### config.mk
export PLATFORM = sky130hd
export DESIGN_NAME = mem_controller_flat
export DESIGN_NICKNAME = d
export VERILOG_FILES = /design/src/rtl/mem_controller_if.sv /design/src/rtl/mem_controller.sv /design/src/flat_wrapper.sv
export SDC_FILE = /design/constraint.sdc
export NUM_CORES = 1
export LEC_CHECK = 0
export ABC_AREA = 1
export BUFFER_PORTS_ARGS = -buffer_cell sky130_fd_sc_hd__buf_2
export CORE_MARGIN = 3
export CORE_UTILIZATION = 40
export CTS_BUF_LIST = sky130_fd_sc_hd__clkbuf_16
export DETAILED_ROUTE_END_ITERATION = 6
export GPL_TIMING_DRIVEN = 0
export PLACE_DENSITY = 0.64
export SETUP_SLACK_MARGIN = 0.3
export SYNTH_ARGS = -nofsm -noshare
export SYNTH_HDL_FRONTEND = slang
export SYNTH_SLANG_ARGS = --single-unit
### constraint.sdc
create_clock -name clk -period 6.45 [get_ports clk]
set_clock_uncertainty 0.2 [all_clocks]
set_input_delay 1.29 -clock clk [delete_from_list [all_inputs] [get_ports clk]]
set_output_delay 1.29 -clock clk [all_outputs]
set_load 0.03 [all_outputs]
### src/rtl/mem_controller_if.sv
// Bundles the memory controller's byte-wide RAM/IO port, the ICache miss
// path, the load/store buffer path and the global rdy/rollback controls.
// "slave" is the view taken by the controller. "master" is the view taken by
// the surrounding CPU, which owns the requesters and the RAM.
interface mem_controller_if;
    logic        rdy;
    logic [7:0]  mem_din;
    logic [7:0]  mem_dout;
    logic [31:0] mem_a;
    logic        mem_wr;
    logic        io_buffer_full;
    logic        inst_req;
    logic [31:0] inst_addr;
    logic        inst_valid;
    logic [31:0] inst_data;
    logic        ls_req;
    logic        ls_wr;
    logic [1:0]  ls_size;
    logic [31:0] ls_addr;
    logic [31:0] ls_wdata;
    logic        ls_done;
    logic [31:0] ls_rdata;
    logic        rollback;

    modport slave (
        input  rdy, mem_din, io_buffer_full,
        input  inst_req, inst_addr,
        input  ls_req, ls_wr, ls_size, ls_addr, ls_wdata,
        input  rollback,
        output mem_dout, mem_a, mem_wr,
        output inst_valid, inst_data,
        output ls_done, ls_rdata
    );

    modport master (
        output rdy, mem_din, io_buffer_full,
        output inst_req, inst_addr,
        output ls_req, ls_wr, ls_size, ls_addr, ls_wdata,
        output rollback,
        input  mem_dout, mem_a, mem_wr,
        input  inst_valid, inst_data,
        input  ls_done, ls_rdata
    );
endinterface

### src/rtl/mem_controller.sv
// Memory controller: arbitrates the single byte-wide RAM/IO port between the
// ICache miss path and the load/store buffer. It serialises 1/2/4-byte
// accesses into byte beats, reassembles read bytes little-endian, and returns
// one-cycle completion pulses. After every completed access there is a
// one-cycle COOL state. This lets the requester drop its level request
// before it could be sampled again.
module mem_controller #(
    parameter logic [31:0] IO_BASE = 32'h00030000
) (
    input  logic clk,
    input  logic rst,
    mem_controller_if.slave bus
);

    typedef enum logic [2:0] {IDLE, IFETCH, LOAD, STORE, COOL} state_t;

    state_t      state, next_state;

    logic [31:0] addr;          // base address of the current access
    logic [31:0] wdata;         // latched store data
    logic [2:0]  len;           // bytes in the access: 1, 2 or 4
    logic [2:0]  cnt;           // edges since accept; drives issue and capture
    logic [31:0] rbuf;          // read bytes gathered so far
    logic [31:0] read_word;     // rbuf with the byte arriving this cycle merged
    logic [1:0]  byte_idx;

    logic [31:0] mem_a_r;
    logic [7:0]  mem_dout_r;
    logic        wr_r;
    logic        inst_valid_r;
    logic [31:0] inst_data_r;
    logic        ls_done_r;
    logic [31:0] ls_rdata_r;

    logic        held;          // previous edge was frozen by rdy low
    logic [7:0]  din_save;      // mem_din seen in the first frozen cycle
    logic [7:0]  din_eff;

    logic [2:0]  ls_len;
    logic        io_block;
    logic        ls_take;
    logic        accept_ls;
    logic        accept_inst;
    logic        abort;
    logic        finish_read;
    logic        finish_store;

    // Decode the LSB request: byte count, and whether an IO store must wait
    always_comb begin
        ls_len = 3'd4;
        case (bus.ls_size)
            2'b00:   ls_len = 3'd1;
            2'b01:   ls_len = 3'd2;
            default: ls_len = 3'd4;
        endcase
        io_block = bus.ls_req & bus.ls_wr & (bus.ls_addr >= IO_BASE) & bus.io_buffer_full;
        ls_take  = bus.ls_req & ~io_block;
    end

    // Next-state logic and per-edge control strobes
    always_comb begin
        next_state   = state;
        accept_ls    = 1'b0;
        accept_inst  = 1'b0;
        abort        = 1'b0;
        finish_read  = 1'b0;
        finish_store = 1'b0;
        case (state)
            IDLE: begin
                if (!bus.rollback) begin
                    if (ls_take) begin
                        accept_ls  = 1'b1;
                        next_state = bus.ls_wr ? STORE : LOAD;
                    end else if (bus.inst_req) begin
                        accept_inst = 1'b1;
                        next_state  = IFETCH;
                    end
                end
            end
            IFETCH, LOAD: begin
                if (bus.rollback || (state == IFETCH && !bus.inst_req)) begin
                    abort      = 1'b1;
                    next_state = IDLE;
                end else if (cnt == len + 3'd1) begin
                    finish_read = 1'b1;
                    next_state  = COOL;
                end
            end
            STORE: begin
                // Stores are committed; rollback cannot cut them short
                if (cnt == len) begin
                    finish_store = 1'b1;
                    next_state   = COOL;
                end
            end
            COOL:    next_state = IDLE;
            default: next_state = IDLE;
        endcase
    end

    // State register; rdy low freezes the FSM
    always_ff @(posedge clk) begin
        if (rst) begin
            state <= IDLE;
        end else if (bus.rdy) begin
            state <= next_state;
        end
    end

    // The RAM keeps answering while rdy is low. mem_din then shows the byte
    // for the held address. The byte that was in flight shows up only in the
    // first frozen cycle, so keep it for the resume edge.
    always_ff @(posedge clk) begin
        if (rst) begin
            held     <= 1'b0;
            din_save <= 8'd0;
        end else if (!bus.rdy) begin
            if (!held) begin
                din_save <= bus.mem_din;
            end
            held <= 1'b1;
        end else begin
            held <= 1'b0;
        end
    end

    // Merge the byte that arrives this cycle into its little-endian lane
    always_comb begin
        din_eff   = held ? din_save : bus.mem_din;
        byte_idx  = cnt[1:0] - 2'd2;
        read_word = rbuf;
        read_word[{byte_idx, 3'b000} +: 8] = din_eff;
    end

    // Beat sequencing, RAM port drive, read assembly and completion pulses
    always_ff @(posedge clk) begin
        if (rst) begin
            addr         <= 32'd0;
            wdata        <= 32'd0;
            len          <= 3'd0;
            cnt          <= 3'd0;
            rbuf         <= 32'd0;
            mem_a_r      <= 32'd0;
            mem_dout_r   <= 8'd0;
            wr_r         <= 1'b0;
            inst_valid_r <= 1'b0;
            inst_data_r  <= 32'd0;
            ls_done_r    <= 1'b0;
            ls_rdata_r   <= 32'd0;
        end else if (bus.rdy) begin
            inst_valid_r <= 1'b0;
            ls_done_r    <= 1'b0;
            case (state)
                IDLE: begin
                    wr_r <= 1'b0;
                    if (accept_ls) begin
                        addr    <= bus.ls_addr;
                        len     <= ls_len;
                        wdata   <= bus.ls_wdata;
                        cnt     <= 3'd1;
                        rbuf    <= 32'd0;
                        mem_a_r <= bus.ls_addr;
                        wr_r    <= bus.ls_wr;
                        if (bus.ls_wr) begin
                            mem_dout_r <= bus.ls_wdata[7:0];
                        end
                    end else if (accept_inst) begin
                        addr    <= bus.inst_addr;
                        len     <= 3'd4;
                        cnt     <= 3'd1;
                        rbuf    <= 32'd0;
                        mem_a_r <= bus.inst_addr;
                    end
                end
                IFETCH, LOAD: begin
                    wr_r <= 1'b0;
                    if (!abort) begin
                        cnt <= cnt + 3'd1;
                        if (cnt < len) begin
                            mem_a_r <= addr + 32'(cnt);
                        end
                        if (cnt >= 3'd2) begin
                            rbuf <= read_word;
                        end
                        if (finish_read) begin
                            if (state == IFETCH) begin
                                inst_data_r  <= read_word;
                                inst_valid_r <= 1'b1;
                            end else begin
                                ls_rdata_r <= read_word;
                                ls_done_r  <= 1'b1;
                            end
                        end
                    end
                end
                STORE: begin
                    if (finish_store) begin
                        wr_r      <= 1'b0;
                        ls_done_r <= 1'b1;
                    end else begin
                        wr_r       <= 1'b1;
                        mem_a_r    <= addr + 32'(cnt);
                        mem_dout_r <= wdata[{cnt[1:0], 3'b000} +: 8];
                        cnt        <= cnt + 3'd1;
                    end
                end
                default: wr_r <= 1'b0;
            endcase
        end
    end

    assign bus.mem_a      = mem_a_r;
    assign bus.mem_dout   = mem_dout_r;
    assign bus.mem_wr     = wr_r & bus.rdy;
    assign bus.inst_valid = inst_valid_r;
    assign bus.inst_data  = inst_data_r;
    assign bus.ls_done    = ls_done_r;
    assign bus.ls_rdata   = ls_rdata_r;

endmodule

### src/flat_wrapper.sv
// flat-port wrapper written by rule: the top's interface ports become plain ports
module mem_controller_flat 
#(
    parameter logic [31:0] IO_BASE = 32'h00030000
)
  (clk, rst, bus_rdy, bus_mem_din, bus_io_buffer_full, bus_inst_req, bus_inst_addr, bus_ls_req, bus_ls_wr, bus_ls_size, bus_ls_addr, bus_ls_wdata, bus_rollback, bus_mem_dout, bus_mem_a, bus_mem_wr, bus_inst_valid, bus_inst_data, bus_ls_done, bus_ls_rdata);
  mem_controller_if bus_i ();
  input  logic clk;
  input  logic rst;
  input wire logic [$bits(bus_i.rdy)-1:0] bus_rdy;
  input wire logic [$bits(bus_i.mem_din)-1:0] bus_mem_din;
  input wire logic [$bits(bus_i.io_buffer_full)-1:0] bus_io_buffer_full;
  input wire logic [$bits(bus_i.inst_req)-1:0] bus_inst_req;
  input wire logic [$bits(bus_i.inst_addr)-1:0] bus_inst_addr;
  input wire logic [$bits(bus_i.ls_req)-1:0] bus_ls_req;
  input wire logic [$bits(bus_i.ls_wr)-1:0] bus_ls_wr;
  input wire logic [$bits(bus_i.ls_size)-1:0] bus_ls_size;
  input wire logic [$bits(bus_i.ls_addr)-1:0] bus_ls_addr;
  input wire logic [$bits(bus_i.ls_wdata)-1:0] bus_ls_wdata;
  input wire logic [$bits(bus_i.rollback)-1:0] bus_rollback;
  output wire logic [$bits(bus_i.mem_dout)-1:0] bus_mem_dout;
  output wire logic [$bits(bus_i.mem_a)-1:0] bus_mem_a;
  output wire logic [$bits(bus_i.mem_wr)-1:0] bus_mem_wr;
  output wire logic [$bits(bus_i.inst_valid)-1:0] bus_inst_valid;
  output wire logic [$bits(bus_i.inst_data)-1:0] bus_inst_data;
  output wire logic [$bits(bus_i.ls_done)-1:0] bus_ls_done;
  output wire logic [$bits(bus_i.ls_rdata)-1:0] bus_ls_rdata;
  assign bus_i.rdy = bus_rdy;
  assign bus_i.mem_din = bus_mem_din;
  assign bus_i.io_buffer_full = bus_io_buffer_full;
  assign bus_i.inst_req = bus_inst_req;
  assign bus_i.inst_addr = bus_inst_addr;
  assign bus_i.ls_req = bus_ls_req;
  assign bus_i.ls_wr = bus_ls_wr;
  assign bus_i.ls_size = bus_ls_size;
  assign bus_i.ls_addr = bus_ls_addr;
  assign bus_i.ls_wdata = bus_ls_wdata;
  assign bus_i.rollback = bus_rollback;
  assign bus_mem_dout = bus_i.mem_dout;
  assign bus_mem_a = bus_i.mem_a;
  assign bus_mem_wr = bus_i.mem_wr;
  assign bus_inst_valid = bus_i.inst_valid;
  assign bus_inst_data = bus_i.inst_data;
  assign bus_ls_done = bus_i.ls_done;
  assign bus_ls_rdata = bus_i.ls_rdata;
  mem_controller #(.IO_BASE(IO_BASE)) u_core (.clk(clk), .rst(rst), .bus(bus_i));
endmodule
Word level (Yosys, flattened, before mapping)
Cells that the tools add are included.
- logic and storage cells: 130
- bits of input ports: 114
- flip-flop bits (word level): 221
- output and inout port bits: 107
- bitwise operators: 8
- reductions and logical operators: 19
- equal/unequal tests: 17
- $add $sub $neg: 5
- mux-type cells: 60
- magnitude comparators: 3
- shifts and indexed selects: 3
- operators with widths (cell ; number):
    $mux 32 ; 9
    $pmux 32 s3 ; 1
    $pmux 32 s2 ; 1
    $mux 3 ; 12
    $add 32x3->32 ; 1
    $bwmux 32 ; 1
    $ge 32x18->1 const B ; 1
    $mux 8 ; 4
    $shift 8x7->32 const A ; 1
    $shiftx 32x6->8 ; 1
    $shiftx 8x7->32 ; 1
    $reduce_and 5->1 ; 6
    $mux 1 ; 26
    $pmux 3 s3 ; 2
    $pmux 8 s2 ; 1
    $ne 2x1->1 const B ; 4
    $ne 2x2->1 const B ; 4
    $neg 5->7 ; 1
    $add 3x1->3 const B ; 2
    $eq 3x2->1 const B ; 2
    $eq 3x3->1 ; 2
    $ne 3x1->1 const B ; 2
    $pmux 3 s2 ; 1
    $reduce_and 3->1 ; 2
    other kinds (18) ; 27

Logic depth before layout (Yosys ltp)
- depth after elaboration: 11
- gate-level depth with buffers: 15
- gate-level depth less buffers: 15

Worst setup path after synthesis
Ideal clock, no wire load.
- path kind: input-to-output
- from: input bus_rdy
- to: output bus_mem_wr
- data arrival time: 1.694 ns
- required time: 4.960 ns
- slack: 3.266 ns
- cell stages on the path: 3
- path buffers: 1
- cells stage by stage: buf_2 -> nand2_1 -> inv_1
- longest elaborated chain between the ends: 1
- ends and longest elaborated chain (what ; RTL line ; source):
    start: declaration ; flat_wrapper.sv:10 ; input wire logic [$bits(bus_i.rdy)-1:0] bus_rdy;
    $and 1x1->1 ; mem_controller.sv:214 ; assign bus.mem_wr = wr_r & bus.rdy;
    end: declaration ; flat_wrapper.sv:23 ; output wire logic [$bits(bus_i.mem_wr)-1:0] bus_mem_wr;
Every way passes these cells.

Final worst setup path
- from: register u_core.cnt[1]
- to: register u_core.mem_a_r[18], in the netlist u_core.bus.mem_a[18]
- longest elaborated chain between the ends: 5
- elaborated cells between the ends (all ways): 12
- ends and longest elaborated chain (what ; RTL line ; source):
    start: declaration ; mem_controller.sv:22 ; logic [2:0] cnt;
    start signal: assignment ; mem_controller.sv:178 ; cnt <= cnt + 3'd1;
    start signal: assignment ; mem_controller.sv:204 ; cnt <= cnt + 3'd1;
    branches (longest 5 deep; another with $add 32x3->32) ; -- ;
    end signal: assignment ; mem_controller.sv:162 ; mem_a_r <= bus.ls_addr;
    end signal: assignment ; mem_controller.sv:172 ; mem_a_r <= bus.inst_addr;
    end signal: assignment ; mem_controller.sv:180 ; mem_a_r <= addr + 32'(cnt);
    end: declaration ; mem_controller.sv:27 ; logic [31:0] mem_a_r;
Parallel ways; which one is timed is not known. The select of a mux whose other input is x is not followed.
A chain may end at the register's enable or synchronous reset.

==> impl_metrics.json <==
{
  "maxSlewViolCount": 0,
  "power.share.clock": 0.369,
  "hpwlAfterDp_mm": 28.72,
  "syn-num-nets": 1712,
  "synth.avg_cell_area_um2": 6.879,
  "place.port_buffers": 219,
  "final.min_clock_period_ns": 3.987,
  "first_iter_violations": 1046,
  "globalRouteMet3Util": 0.04690,
  "synth_enable_flop_cells": 0,
  "power.switching_fraction": 0.3340,
  "worst_hold_path.endpoint": "u_core.wdata[27]",
  "final-instance-count-excl-fill": 2184,
  "min_delay_path_class": "reg -> reg",
  "critPathCaptureType": "flip-flop",
  "grt_pass1_vias": 10650,
  "clock_buffer_count_from_cts": 25,
  "share_comb_of_total_power": 0.228,
  "global_route.usage.met1": 0.3564,
  "worstSkewPairLatency_ns": 0.54,
  "clkTransAtPathRegs_ns": 0.06,
  "hold_path_startpoint": "u_core.wdata[27]",
  "finish.net_count": 1958,
  "grt_start_max_net_pins": 14,
  "grt_setup_unrepaired": "false",
  "dieHeight_um": 171.1,
  "die_x_um": 171.1,
  "intPower_mw": 2.576,
  "grt_antenna_before_repair": 1,
  "holdPathStages": 2,
  "setup.worst_path.class": "reg -> reg",
  "core_area_mm2": 0.02643,
  "holdBufCountCts": 0,
  "slew_headroom": 0.3460,
  "clock_tree_from_tritoncts": "done",
  "static-leakage-power_nw": 5.990,
  "vias_per_cell": 5.289,
  "cts_max_level": 1,
  "worst_ir_drop_vdd_mv": 0.1534,
  "synth_sequential_area_ratio": 0.4060,
  "finalHoldWorstSlack_ns": 0.2470,
  "global_routing_met2_resource_utilization": 0.3823,
  "cts.repair.resized": 0,
  "worst_r2r_startpoint": "u_core.cnt[1]",
  "finalSetupViolCount": 0,
  "p_seq_frac": 0.403,
  "capture_instance_of_the_worst_register_to_register_path": "u_core.bus.mem_a[18]",
  "die-area_mm2": 0.02926,
  "cp_data_required_time_ns": 6.74,
  "postCtsSetupRepairBufs": 0,
  "worst-slew-pin-transition_ns": 0.9736,
  "area_growth_from_synthesis_to_final_layout_pct": 21.37,
  "start_kind": "flip-flop",
  "utilization": 0.5004,
  "synth.cell_area_mm2": 0.01090,
  "fp-row-count": 59,
  "max-cap-violations": 0,
  "drt-wirelength-per-cell_um": 17.13,
  "top_ff_cell_synth": "sky130_fd_sc_hd__dfxtp_1",
  "synthesized_instance_count": 1584,
  "cp.arrival_ns": 4.28,
  "grt.overflow.total": 0,
  "critPathMaxFanout": 12,
  "ff2ff_path_depth": 15,
  "detail-route-antenna-nets": 0,
  "tritoncts_num_sinks": 221,
  "track_usage": 0.2467,
  "final.period_utilization": 0.6181,
  "post-synth-top-area-fraction": 0.4060,
  "global_route.peak_usage_layer": "met2",
  "postSynthRegisterBits": 221,
  "layout-drive-gt1-share": 0.1660,
  "synth.largest_area_cell": "sky130_fd_sc_hd__dfxtp_1",
  "dp_cells": 2138,
  "p_per_area_mw_per_mm2": 292.5,
  "start_util": 0.4123,
  "drt_first_pass_iters": 6,
  "fillers": 2717,
  "ys_warn_count": 0,
  "max_freq_ghz": 0.2508,
  "netSwitchingPower_mw": 1.292,
  "total_via_count_in_the_routed_design": 11550,
  "post_synth_main_area_contributors": "sky130_fd_sc_hd__dfxtp_1, sky130_fd_sc_hd__o21ai_0, sky130_fd_sc_hd__nand2_1",
  "clock_tree.buffer_depth": 3,
  "r2r_setup_slack_ns": 2.46,
  "root_buffer_cell": "sky130_fd_sc_hd__clkbuf_16",
  "num_io_pins": 221,
  "weighted_congestion_at_the_end_of_routability_driven_global_placement": 0.9458,
  "grt_first_pass_wirelength_mm": 57.50,
  "synthDistinctLibCells": 40,
  "synthArstFlopShare": 0,
  "hold_viol": 0,
  "outcome": "complete, no violations",
  "post-route-drc-count": 0,
  "wirelength_mm": 37.41,
  "antenna_fix_cells": 0,
  "timing.setup.tns_ns": 0
}
through the flow:
step	worst slack [ns]	cell area, um^2	power (mW)
3_3_place_gp	2.541	12410	2.443
3_5_place_dp	2.529	12410	2.454
4_1_cts	2.518	13230	3.880
5_1_grt	2.187	13230	4.048
6_report	2.463	13230	3.868
2_1_floorplan	3.266	10900	2.157
state kept, by name, indices dropped and copies added (netlist names), 3 cells and up:
signal and cells:
u_core.addr 32, u_core.bus.inst_data 32, u_core.bus.ls_rdata 32, u_core.bus.mem_a 32, u_core.rbuf 32, u_core.wdata 32
u_core.bus.mem_dout 8, u_core.din_save 8, u_core.cnt 3, u_core.len 3, u_core.state 3
layout by cell type (no fill, tap or decap), types with 7 or more instances in the layout:
cell type and instances:
sky130_fd_sc_hd__clkinv_1 12, sky130_fd_sc_hd__o21ai_1 21, sky130_fd_sc_hd__nand3_1 58, sky130_fd_sc_hd__inv_1 168, sky130_fd_sc_hd__ha_1 13, sky130_fd_sc_hd__o21ai_0 204
sky130_fd_sc_hd__a22oi_1 8, sky130_fd_sc_hd__o21a_1 20, sky130_fd_sc_hd__a21oi_1 161, sky130_fd_sc_hd__nand4_1 8, sky130_fd_sc_hd__buf_2 237, sky130_fd_sc_hd__nand2_1 260
sky130_fd_sc_hd__nor2_1 220, sky130_fd_sc_hd__inv_2 7, sky130_fd_sc_hd__dfxtp_1 221, sky130_fd_sc_hd__clkbuf_1 60, sky130_fd_sc_hd__nor3_1 9, sky130_fd_sc_hd__nand3b_1 13
sky130_fd_sc_hd__o22ai_1 27, sky130_fd_sc_hd__xor2_1 16, sky130_fd_sc_hd__o211a_1 8, sky130_fd_sc_hd__clkbuf_16 25, sky130_fd_sc_hd__o211ai_1 16
worst max-delay path by stage:
stage	start	to	slack, ns
3_5_place_dp	u_core.cnt[1]	u_core.bus.mem_a[18]	2.53
5_1_grt	u_core.cnt[1]	u_core.bus.mem_a[18]	2.19
3_3_place_gp	u_core.cnt[1]	u_core.bus.mem_a[18]	2.54
4_1_cts	u_core.cnt[1]	u_core.bus.mem_a[18]	2.52
2_1_floorplan	bus_rdy	bus_mem_wr	3.27
6_report	u_core.cnt[1]	u_core.bus.mem_a[18]	2.46
per-layer routing:
| metal | wire length [um] | vias up |
|---|---|---|
| li1 | - | 5699 |
| met1 | 17220 | 5338 |
| met2 | 16240 | 457 |
| met3 | 3258 | 56 |
| met4 | 688 | 2 |
| met5 | 7 | - |
Yosys cell counts (2+ instances only):
cell type,count
sky130_fd_sc_hd__o21ai_1,21
sky130_fd_sc_hd__nor3b_1,2
sky130_fd_sc_hd__xor2_1,16
sky130_fd_sc_hd__clkbuf_1,60
sky130_fd_sc_hd__nand4_1,8
sky130_fd_sc_hd__nand2_2,2
sky130_fd_sc_hd__nor2_2,5
sky130_fd_sc_hd__nand3b_1,13
sky130_fd_sc_hd__a22oi_1,8
sky130_fd_sc_hd__a211oi_1,6
sky130_fd_sc_hd__buf_6,6
sky130_fd_sc_hd__nand2_1,260
sky130_fd_sc_hd__inv_1,167
sky130_fd_sc_hd__buf_4,4
sky130_fd_sc_hd__buf_1,3
sky130_fd_sc_hd__inv_2,7
sky130_fd_sc_hd__o21ai_0,204
sky130_fd_sc_hd__xnor2_1,6
sky130_fd_sc_hd__nor3_1,9
sky130_fd_sc_hd__buf_2,18
sky130_fd_sc_hd__clkinv_1,3
sky130_fd_sc_hd__ha_1,13
sky130_fd_sc_hd__o211ai_1,16
sky130_fd_sc_hd__nand3_1,58
sky130_fd_sc_hd__a21oi_1,161
sky130_fd_sc_hd__dfxtp_1,221
sky130_fd_sc_hd__nor2_1,220
sky130_fd_sc_hd__nor2_4,3
sky130_fd_sc_hd__o21a_1,20
sky130_fd_sc_hd__o211a_1,8
sky130_fd_sc_hd__o22ai_1,27
layout make-up:
cell class                 instances  area [um^2]  share of cell area
clock inverter                    21        187.7             0.01419
timing repair buffer             219         1096             0.08288
inverter                         178        669.4             0.05061
tap                              335        419.2             0.03169
sequential                       221         4424              0.3345
buffer                            92        429.2             0.03245
clock buffer                      25        625.6             0.04730
multi-input combinational       1093         5374              0.4063
cell families after synthesis:
kind of cell               count (synthesis)  share of synthesized area
DFF                                      221                     0.4060
xor gates and xnor gates                  22                    0.01768
adders and majority gates                 14                    0.01676
and+or+nand+nor                          585                     0.2233
AOI/OAI and AO/OA                        472                     0.2354
buffers and inverters                    270                     0.1008
power groups by stage:
stage                     clock network, mW  logic, mW  registers [mW]
after floorplan                           0      0.521            1.64
after global placement                    0      0.859            1.58
after detailed placement                  0      0.867            1.59
after CTS                              1.45      0.871            1.56
after global routing                   1.51      0.972            1.57
final                                  1.43      0.882            1.56
worst max-delay path: stages (launching register included):
cell and delay, ns:
sky130_fd_sc_hd__dfxtp_1 0.53, sky130_fd_sc_hd__clkbuf_1 0.44, sky130_fd_sc_hd__clkinv_1 0.54, sky130_fd_sc_hd__fa_1 0.60
sky130_fd_sc_hd__inv_1 0.07, sky130_fd_sc_hd__nand2_1 0.04, sky130_fd_sc_hd__nand2_1 0.09, sky130_fd_sc_hd__nand2_1 0.16
sky130_fd_sc_hd__nor2_1 0.32, sky130_fd_sc_hd__nand3_1 0.17, sky130_fd_sc_hd__or2_2 0.30, sky130_fd_sc_hd__a21oi_1 0.13
sky130_fd_sc_hd__nor2_1 0.06, sky130_fd_sc_hd__o21ai_0 0.14, sky130_fd_sc_hd__nand2_1 0.08, sky130_fd_sc_hd__inv_1 0.06
(Power assumes the default switching activity.)
